===== config.mk =====
export PLATFORM = sky130hd
export DESIGN_NAME = memory_arbiter_flat
export DESIGN_NICKNAME = d
export VERILOG_FILES = /design/src/rtl/memory_arbiter_if.sv /design/src/rtl/memory_arbiter.sv /design/src/flat_wrapper.sv
export SDC_FILE = /design/constraint.sdc
export NUM_CORES = 1
export LEC_CHECK = 0
export CAP_MARGIN = 20
export CORE_AREA = 4 4 336 338
export CTS_CLUSTER_SIZE = 25
export DETAILED_ROUTE_END_ITERATION = 12
export DIE_AREA = 0 0 340 342
export SLEW_MARGIN = 5
export SYNTH_ARGS = -nofsm -noshare
export SYNTH_HDL_FRONTEND = slang
export SYNTH_SLANG_ARGS = --single-unit
export TNS_END_PERCENT = 10

===== constraint.sdc =====
create_clock -name i_clock -period 2 [get_ports i_clock]
set_clock_uncertainty 0.2 [all_clocks]
set_input_delay 0.5 -clock i_clock [delete_from_list [all_inputs] [get_ports i_clock]]
set_output_delay 0.5 -clock i_clock [all_outputs]
set_load 0.005 [all_outputs]

===== src/rtl/memory_arbiter_if.sv =====
// Request/response bundle shared by the icache, dcache and main-memory sides of the arbiter.
// The requester drives the master modport and the responder drives the slave modport.
interface memory_arbiter_if #(
    parameter int ADDR_WIDTH = 32,
    parameter int LINE_WIDTH = 128
);
    logic                  req_valid;
    logic [ADDR_WIDTH-1:0] req_addr;
    logic                  req_is_store;
    logic [LINE_WIDTH-1:0] req_data;
    logic                  rsp_valid;
    logic [LINE_WIDTH-1:0] rsp_data;

    modport master (
        output req_valid, req_addr, req_is_store, req_data,
        input  rsp_valid, rsp_data
    );

    modport slave (
        input  req_valid, req_addr, req_is_store, req_data,
        output rsp_valid, rsp_data
    );
endinterface


===== src/rtl/memory_arbiter.sv =====
// Shares one main-memory port between the icache and dcache miss paths.
// Miss pulses are latched, granted one at a time round-robin, and responses are steered back.
module memory_arbiter #(
    parameter int ADDR_WIDTH = 32,
    parameter int LINE_WIDTH = 128
) (
    input  logic              i_clock,
    input  logic              i_reset,
    memory_arbiter_if.slave   ic,
    memory_arbiter_if.slave   dc,
    memory_arbiter_if.master  mm,
    output logic              o_arb_busy
);
    typedef struct packed {
        logic [ADDR_WIDTH-1:0] addr;
        logic                  is_store;
        logic [LINE_WIDTH-1:0] data;
    } mem_req_t;

    typedef enum logic { IDLE, WAIT_RSP } state_t;
    typedef enum logic { REQ_IC, REQ_DC } requester_t;

    state_t     r_state;
    state_t     w_state_next;
    logic       r_ic_pend;
    logic       r_dc_pend;
    mem_req_t   r_ic_info;
    mem_req_t   r_dc_info;
    requester_t r_owner;
    requester_t r_last_grant;
    logic       r_mm_req_valid;
    mem_req_t   r_mm_req_info;

    logic       w_rsp_hit;
    logic       w_ic_done;
    logic       w_dc_done;
    logic       w_ic_take;
    logic       w_dc_take;
    logic       w_grant_valid;
    requester_t w_grant;

    assign w_rsp_hit = (r_state == WAIT_RSP) && mm.rsp_valid;
    assign w_ic_done = w_rsp_hit && (r_owner == REQ_IC);
    assign w_dc_done = w_rsp_hit && (r_owner == REQ_DC);

    // A new pulse from the owner in its response cycle wins over the pend clear.
    assign w_ic_take = ic.req_valid && (!r_ic_pend || w_ic_done);
    assign w_dc_take = dc.req_valid && (!r_dc_pend || w_dc_done);

    always_comb begin
        // NOTE: every combinational output gets a default first so no path can infer a latch.
        w_state_next  = r_state;
        w_grant_valid = 1'b0;
        w_grant       = r_last_grant;
        case (r_state)
            IDLE: begin
                if (r_ic_pend && r_dc_pend) begin
                    w_grant_valid = 1'b1;
                    w_grant       = (r_last_grant == REQ_IC) ? REQ_DC : REQ_IC;
                end else if (r_ic_pend) begin
                    w_grant_valid = 1'b1;
                    w_grant       = REQ_IC;
                end else if (r_dc_pend) begin
                    w_grant_valid = 1'b1;
                    w_grant       = REQ_DC;
                end
                if (w_grant_valid) begin
                    w_state_next = WAIT_RSP;
                end
            end
            WAIT_RSP: begin
                if (mm.rsp_valid) begin
                    w_state_next = IDLE;
                end
            end
            default: w_state_next = IDLE;
        endcase
    end

    always_ff @(posedge i_clock) begin
        // NOTE: sequential state uses non-blocking assignments so every register sees pre-edge values.
        if (i_reset) begin
            r_state        <= IDLE;
            r_ic_pend      <= 1'b0;
            r_dc_pend      <= 1'b0;
            r_ic_info      <= '0;
            r_dc_info      <= '0;
            r_owner        <= REQ_IC;
            r_last_grant   <= REQ_DC;
            r_mm_req_valid <= 1'b0;
            r_mm_req_info  <= '0;
        end else begin
            r_state        <= w_state_next;
            r_mm_req_valid <= w_grant_valid;
            if (w_grant_valid) begin
                r_mm_req_info <= (w_grant == REQ_IC) ? r_ic_info : r_dc_info;
                r_owner       <= w_grant;
                r_last_grant  <= w_grant;
            end

            if (w_ic_take) begin
                r_ic_pend <= 1'b1;
                r_ic_info <= '{addr: ic.req_addr, is_store: ic.req_is_store, data: ic.req_data};
            end else if (w_ic_done) begin
                r_ic_pend <= 1'b0;
            end

            if (w_dc_take) begin
                r_dc_pend <= 1'b1;
                r_dc_info <= '{addr: dc.req_addr, is_store: dc.req_is_store, data: dc.req_data};
            end else if (w_dc_done) begin
                r_dc_pend <= 1'b0;
            end
        end
    end

    // A re-request while still pending is a requester bug; it is dropped and flagged.
    always_ff @(posedge i_clock) begin
        if (!i_reset) begin
            assert (!(ic.req_valid && r_ic_pend && !w_ic_done))
                else $warning("memory_arbiter: icache re-request while pending ignored");
            assert (!(dc.req_valid && r_dc_pend && !w_dc_done))
                else $warning("memory_arbiter: dcache re-request while pending ignored");
        end
    end

    assign mm.req_valid    = r_mm_req_valid;
    assign mm.req_addr     = r_mm_req_info.addr;
    assign mm.req_is_store = r_mm_req_info.is_store;
    assign mm.req_data     = r_mm_req_info.data;

    assign ic.rsp_valid = w_ic_done;
    assign ic.rsp_data  = w_ic_done ? mm.rsp_data : '0;
    assign dc.rsp_valid = w_dc_done;
    assign dc.rsp_data  = w_dc_done ? mm.rsp_data : '0;

    assign o_arb_busy = (r_state == WAIT_RSP);
endmodule


===== src/flat_wrapper.sv =====
// flat-port wrapper written by rule: the top's interface ports become plain ports
module memory_arbiter_flat 
#(
    parameter int ADDR_WIDTH = 32,
    parameter int LINE_WIDTH = 128
)
  (i_clock, i_reset, o_arb_busy, ic_req_valid, ic_req_addr, ic_req_is_store, ic_req_data, ic_rsp_valid, ic_rsp_data, dc_req_valid, dc_req_addr, dc_req_is_store, dc_req_data, dc_rsp_valid, dc_rsp_data, mm_req_valid, mm_req_addr, mm_req_is_store, mm_req_data, mm_rsp_valid, mm_rsp_data);
  memory_arbiter_if #(.ADDR_WIDTH(ADDR_WIDTH), .LINE_WIDTH(LINE_WIDTH)) ic_i ();
  memory_arbiter_if #(.ADDR_WIDTH(ADDR_WIDTH), .LINE_WIDTH(LINE_WIDTH)) dc_i ();
  memory_arbiter_if #(.ADDR_WIDTH(ADDR_WIDTH), .LINE_WIDTH(LINE_WIDTH)) mm_i ();
  input  logic i_clock;
  input  logic i_reset;
  output logic o_arb_busy;
  input wire logic [$bits(ic_i.req_valid)-1:0] ic_req_valid;
  input wire logic [$bits(ic_i.req_addr)-1:0] ic_req_addr;
  input wire logic [$bits(ic_i.req_is_store)-1:0] ic_req_is_store;
  input wire logic [$bits(ic_i.req_data)-1:0] ic_req_data;
  output wire logic [$bits(ic_i.rsp_valid)-1:0] ic_rsp_valid;
  output wire logic [$bits(ic_i.rsp_data)-1:0] ic_rsp_data;
  input wire logic [$bits(dc_i.req_valid)-1:0] dc_req_valid;
  input wire logic [$bits(dc_i.req_addr)-1:0] dc_req_addr;
  input wire logic [$bits(dc_i.req_is_store)-1:0] dc_req_is_store;
  input wire logic [$bits(dc_i.req_data)-1:0] dc_req_data;
  output wire logic [$bits(dc_i.rsp_valid)-1:0] dc_rsp_valid;
  output wire logic [$bits(dc_i.rsp_data)-1:0] dc_rsp_data;
  output wire logic [$bits(mm_i.req_valid)-1:0] mm_req_valid;
  output wire logic [$bits(mm_i.req_addr)-1:0] mm_req_addr;
  output wire logic [$bits(mm_i.req_is_store)-1:0] mm_req_is_store;
  output wire logic [$bits(mm_i.req_data)-1:0] mm_req_data;
  input wire logic [$bits(mm_i.rsp_valid)-1:0] mm_rsp_valid;
  input wire logic [$bits(mm_i.rsp_data)-1:0] mm_rsp_data;
  assign ic_i.req_valid = ic_req_valid;
  assign ic_i.req_addr = ic_req_addr;
  assign ic_i.req_is_store = ic_req_is_store;
  assign ic_i.req_data = ic_req_data;
  assign ic_rsp_valid = ic_i.rsp_valid;
  assign ic_rsp_data = ic_i.rsp_data;
  assign dc_i.req_valid = dc_req_valid;
  assign dc_i.req_addr = dc_req_addr;
  assign dc_i.req_is_store = dc_req_is_store;
  assign dc_i.req_data = dc_req_data;
  assign dc_rsp_valid = dc_i.rsp_valid;
  assign dc_rsp_data = dc_i.rsp_data;
  assign mm_req_valid = mm_i.req_valid;
  assign mm_req_addr = mm_i.req_addr;
  assign mm_req_is_store = mm_i.req_is_store;
  assign mm_req_data = mm_i.req_data;
  assign mm_i.rsp_valid = mm_rsp_valid;
  assign mm_i.rsp_data = mm_rsp_data;
  memory_arbiter #(.ADDR_WIDTH(ADDR_WIDTH), .LINE_WIDTH(LINE_WIDTH)) u_core (.i_clock(i_clock), .i_reset(i_reset), .ic(ic_i), .dc(dc_i), .mm(mm_i), .o_arb_busy(o_arb_busy));
endmodule

==> flow_summary.yaml, run 1 <==
critical_path:
  endpoint_kind: "output port"
  cp.required_ps: 1300
  crit_fanout: 6
  arrival_ps: 2070
  worstSetupStartpointType: "flop"
  crit_type: "reg -> out"
cells_and_area:
  instances_no_fill: 5152
  areaGrowthSynthToFinish_pct: 59.7
  multi_input_area_um2: 13800
  fin_area_um2: 39500
  final_util: 0.359
  num-nets-final: 4057
  fill_cells: 11183
  regArea_um2: 9820
  drive_gt1_frac: 0.221
clock_network:
  cts.sinks: 489
  clk_latency_ps: 650
  clk_pin_slew_ps: 60
  cts_buffers: 57
  cts_tree: "yes"
  htree_num_levels: 2
  clock_path_buffers: 3
  clock-root-buffer: "clkbuf_16"
floorplanning:
  coreArea_um2: 110000
  initial_core_util: 0.225
  dieArea_um2: 116000
  io_pins: 876
  fp.dieH_um: 342
  fp-row-count: 122
  die_w_um: 340
global_routing:
  grt_pass1_vias: 23316
  grt_use_total: 0.207
  grt_pass1_wl_mm: 177
  grt_max_degree: 146
  antenna_found_initial: 46
  grt.overflow.total: 0
outcome:
  status: "finished with violations"
  violations: "setup timing"
timing:
  worstMarginPinSlew_ps: 810
  hold_viol: 0
  fmax_mhz: 361
  max-slew-margin-rel: 0.446
  rsz0062_at_grt: "yes"
  layout_setup_ws_ps: -771
  finalCritPeriodShare: 1.39
  final.min_clock_period_ps: 2770
  final-max-slew-violation-count: 0
  setup_viol: 616
synth:
  syn-cell-area_um2: 24800
  synth_top_area_cell: "dfxtp_1"
  synth-seq-area-share: 0.395
  synth_edf_count: 0
  syn_nets: 3147
  syn_inst: 2692
  synthArstFlopShare: 0
  synth.top_cell.area_share: 0.395
  yosysMostFrequentCell: "nand2b_1"
  yosys_warnings: 0
  synth.avg_cell_area_um2: 9.19
  ys_top_cells_by_area: "dfxtp_1 (40%), nand2b_1 (16%), mux2i_1 (13%), a2111oi_0 (11%), and2_1 (6.5%)"
  ys.flop_type: "dfxtp_1"
  synth_cell_type_count: 23
  synth_common_cells: "nand2b_1 (646), dfxtp_1 (489), a2111oi_0 (322), mux2i_1 (322), and2_1 (256)"
  ys_ff_latch: 489
pwr:
  seqPwrFrac: 0.384
  switching_share: 0.290
  max-vdd-ir-drop_v: 0.000752
  clkPwrFrac: 0.381
  p_leak_nw: 15.4
  power_frac_comb: 0.236
  finalPower_mw: 29.0
  pwr_density_cell_nw_per_um2: 735
  p_int_mw: 20.6
  p_sw_mw: 8.41
routing:
  viasPerCell: 4.69
  drc: 0
  drt-pass1-iter-count: 5
  wire_per_inst_um: 25.7
  drt_iter0_drc: 1547
  num_vias: 24152
  drtAntennaViolNets: 0
  routed_wl_mm: 133
place:
  place_congestion: 0.956
  dp_hpwl_mm: 99.2
  place_ws_ps: -1240
  portBuffers: 875
  place_inst: 4980
  postPlaceCellArea_um2: 36800
worst_hold_path:
  hold_class: "in -> reg"
flow_run:
  drv_cap: 0
worst max-delay path, stage by stage, from the launching register on:
cell	delay [ps]
dfxtp_4	360
nand3b_1	150
buf_12	160
buf_12	130
clkinv_8	80
buf_8	140
buf_12	120
and2_4	150
buf_6	110
power by group through the flow:
stage / logic (mW) / registers (mW) / clock network [mW]
after floorplan: 2.75 / 11.2 / 0
after global placement: 6.57 / 11.3 / 0
after detailed placement: 6.60 / 11.3 / 0
after CTS: 6.68 / 11.1 / 11.3
after global routing: 7.30 / 11.2 / 11.7
final: 6.85 / 11.1 / 11.1
routing by layer:
layer / GRT usage / wire length [um] / vias to the layer above
li1: - / - / 11432
met1: 0.244 / 52300 / 11501
met2: 0.353 / 63600 / 971
met5: 0 / 189 / -
met4: 0.0869 / 6400 / 28
met3: 0.0584 / 10000 / 220
flip-flops by register name (all words and copies together), names as in the netlist, 32 cells and up:
register            flops
u_core.mm.req_data    128
u_core.r_dc_info      161
u_core.mm.req_addr     32
u_core.r_ic_info      161
through the flow:
step / hold WS [ps] / setup TNS [ps]
2_1_floorplan: 245 / 0
3_3_place_gp: 255 / -462210
3_5_place_dp: 257 / -479300
4_1_cts: 38.8 / -311640
5_1_grt: 69.5 / -261240
6_report: 87.2 / -208270
placed cells by master (no fill, tap or decap), drive strengths merged:
cell,instances
a2111oi,322
a211oi,1
a21boi,2
a21oi,3
and2,256
buf,376
bufinv,6
clkbuf,258
clkdlybuf4s15,4
clkdlybuf4s50,591
clkinv,18
clkinvlp,5
dfxtp,489
diode,16
dlygate4sd2,1
dlymetal6s2s,9
inv,6
mux2i,322
nand2b,646
nand3,1
nand3b,2
nor2,165
nor2b,1
nor4,161
o21ai,1
o21ba,1
o21bai,1
cells by family after synthesis:
family | after synthesis | synth area share
muxes | 322 | 0.130
AOI/OAI and AO/OA | 331 | 0.116
DFF | 489 | 0.395
buffers and inverters | 318 | 0.0632
and+or+nand+nor | 1232 | 0.295
what timing repair did:
| action | 4_1_cts | 5_1_grt |
|---|---|---|
| endpoints found under the setup margin | 507 | 578 |
| hold buffers | 0 | 0 |
| cloned | 2 | 27 |
| buffers inserted | 2 | 22 |
| resized for setup | 73 | 765 |
| pin swaps | 3 | 50 |
layout make-up:
class	count	area share
timing repair buffer	1160	0.300
sequential	489	0.248
tap	1488	0.0471
inverter	5	0.00218
clock buffer	79	0.0412
clock inverter	26	0.00877
multi-input combinational	1885	0.349
timing repair inverter	4	0.00234
antenna	16	0.00101
worst paths after layout:
check / start / to / slack [ps] / cells past startpoint
setup reg to reg: u_core.o_arb_busy / u_core.mm.req_data[89] / -250 / 4
setup / recovery: u_core.r_owner / ic_rsp_data[87] / -770 / 8
hold reg to reg: u_core.r_dc_info[5] / u_core.r_dc_info[5] / 270 / 2
hold / removal: i_reset / u_core.mm.req_data[1] / 90 / 3
(Power assumes the default switching activity.)
==> run 2, diff against run 1 <==
Settings changed: CORE_AREA 4 4 336 338 to 2 2 344 346, DIE_AREA 0 0 340 342 to 0 0 346 348, SKIP_LAST_GASP set to 1.
==> flow_summary.yaml, run 2 (same netlist as run 1, synthesis figures left out) <==
routing:
  drc: 0
  routed-wl-met3_mm: 10.1
  routed_wl_mm: 133
  drt-pass1-iter-count: 5
  highest_layer: "met5"
  wire_per_inst_um: 25.6
  drt_iter0_drc: 1594
  viasPerCell: 4.67
  wl_met2_mm: 62.1
  drtAntennaViolNets: 0
  num_vias: 24175
  met1_length_mm: 52.7
timing:
  fmax_mhz: 330
  final.min_clock_period_ps: 3030
  worstMarginPinSlew_ps: 1050
  max-slew-margin-rel: 0.285
  final-max-slew-violation-count: 0
  rsz0062_at_grt: "yes"
  holdWs_ps: 173
  finalCritPeriodShare: 1.52
  finalSetupTns_ps: -313300
  setup_viol: 579
  layout_setup_ws_ps: -1030
  hold_viol: 0
pwr:
  finalPower_mw: 29.0
  pwr_density_cell_nw_per_um2: 737
  p_leak_nw: 15.0
  clkPwrFrac: 0.386
  switching_share: 0.289
  p_int_mw: 20.6
  max-vdd-ir-drop_v: 0.000688
  power_frac_comb: 0.230
  seqPwrFrac: 0.384
  p_sw_mw: 8.39
clock_network:
  htree_num_levels: 2
  cts.sinks: 489
  clock-root-buffer: "clkbuf_16"
  clk_latency_ps: 660
  postCtsHoldBufs: 0
  cts_buffers: 59
  cts_tree: "yes"
  clock_path_buffers: 3
  clk_pin_slew_ps: 60
cells_and_area:
  final_cell_mix: "clkdlybuf4s50_1 (732), nand2b_1 (646), dfxtp_1 (484)"
  fill_cells: 11958
  areaGrowthSynthToFinish_pct: 59.0
  multi_input_area_um2: 13500
  num-nets-final: 4028
  final_common_cell: "clkdlybuf4s50_1"
  regArea_um2: 9810
  drive_gt1_frac: 0.119
floorplanning:
  initial_core_util: 0.212
  coreArea_um2: 117000
  fp-row-count: 126
  dieArea_um2: 120000
  die_w_um: 346
  io_pins: 876
  fp.dieH_um: 348
global_routing:
  antenna_found_initial: 43
  grt_max_degree: 139
  grt_pass1_vias: 23750
  grt.overflow.total: 0
  grt_pass1_wl_mm: 182
  grt_use_total: 0.208
critical_path:
  cpMaxStageDelayCell: "clkdlybuf4s50_1"
  crit_fanout: 22
  worstSetupStartpointType: "flop"
  crit_type: "reg -> out"
  timing.critical_path.buf_inv: 4
  reg2reg_from: "u_core.o_arb_busy"
  crit_family: "buffers and inverters"
  reg2regPathDepth: 6
  cp_slowest_stage_delay_ps: 510
  path_cells: "nand3_4, clkinv_8, buf_12, clkbuf_16, and2_1, clkdlybuf4s50_1"
  timing.rr.end: "u_core.mm.req_data[19]"
  arrival_ps: 2330
  endpoint_kind: "output port"
  cp.required_ps: 1300
  ff2ff_setup_slack_ps: -420
worst_hold_path:
  worstHoldPathCells: 3
  hold_class: "in -> reg"
  worstHoldStart: "i_reset"
  hold-path-endpoint: "u_core.r_dc_pend"
outcome:
  status: "finished with violations"
  violations: "setup timing"
flow_run:
  drv_cap: 0
place:
  dp_hpwl_mm: 99.9
  place_congestion: 0.945
  portBuffers: 875
run 2: cell count changes in the layout (fill, tap and decap cells not counted), sizes merged:
cell,previous run,this run
bufinv,6,5
inv,6,7
buf,376,296
dlygate4sd2,1,66
clkinv,18,13
clkdlybuf4s15,4,11
clkbuf,258,104
bufbuf,0,3
clkinvlp,5,0
clkdlybuf4s50,591,732
diode,16,21
run 2: area by class of cell:
| cell class | count | area share |
|---|---|---|
| multi-input cells | 1885 | 0.342 |
| clock buffers | 88 | 0.0438 |
| repair buffers | 1133 | 0.307 |
| diodes | 21 | 0.00134 |
| clock inverters | 20 | 0.00639 |
| flip-flops and latches | 489 | 0.249 |
| inverters | 5 | 0.00124 |
| well taps | 1536 | 0.0488 |
run 2: power by group through the flow:
| stage | Clock (mW) | Sequential (mW) | Combinational (mW) |
|---|---|---|---|
| 2_1_floorplan | 0 | 11.2 | 2.75 |
| 3_3_place_gp | 0 | 11.3 | 6.54 |
| 3_5_place_dp | 0 | 11.3 | 6.57 |
| 4_1_cts | 11.4 | 11.1 | 6.67 |
| 5_1_grt | 11.8 | 11.2 | 7.13 |
| 6_report | 11.2 | 11.1 | 6.68 |
run 2: how the worst max path moves through the flow:
stage                     slack (ps)                to               from  depth (start not counted)
after floorplan                   50  ic_rsp_data[108]       mm_rsp_valid                          5
after global placement         -1220  dc_rsp_data[110]       mm_rsp_valid                          7
after detailed placement       -1260  dc_rsp_data[122]       mm_rsp_valid                          7
after CTS                      -1060   ic_rsp_data[68]     u_core.r_owner                          6
after global routing           -1140    dc_rsp_data[7]  u_core.o_arb_busy                          6
final                          -1030    dc_rsp_data[7]  u_core.o_arb_busy                          6
run 2: layer usage:
layer,track usage,vias up
met2,0.341,954
met5,0,-
met4,0.113,34
met3,0.0610,231
li1,-,11362
met1,0.243,11594
run 2: tightest hold or removal path: stages:
cell and delay [ps]:
buf_8 140, buf_12 210, nor2_1 120
run 2: repair_timing:
item,in CTS,in global routing
gates resized for setup,143,61
pin swaps,1,3
cloned,6,10
setup endpoints to repair,729,588
buffers inserted,12,5
run 2: metrics by stage:
stage	cells	instance area (um^2)	utilization	setup slack [ps]
after floorplan	2692	24800	-	46.6
after global placement	5017	36800	0.314	-1220
after detailed placement	5017	36800	0.314	-1260
after CTS	5142	39000	0.334	-1060
after global routing	5168	39300	0.336	-1140
final	5177	39300	0.336	-1030
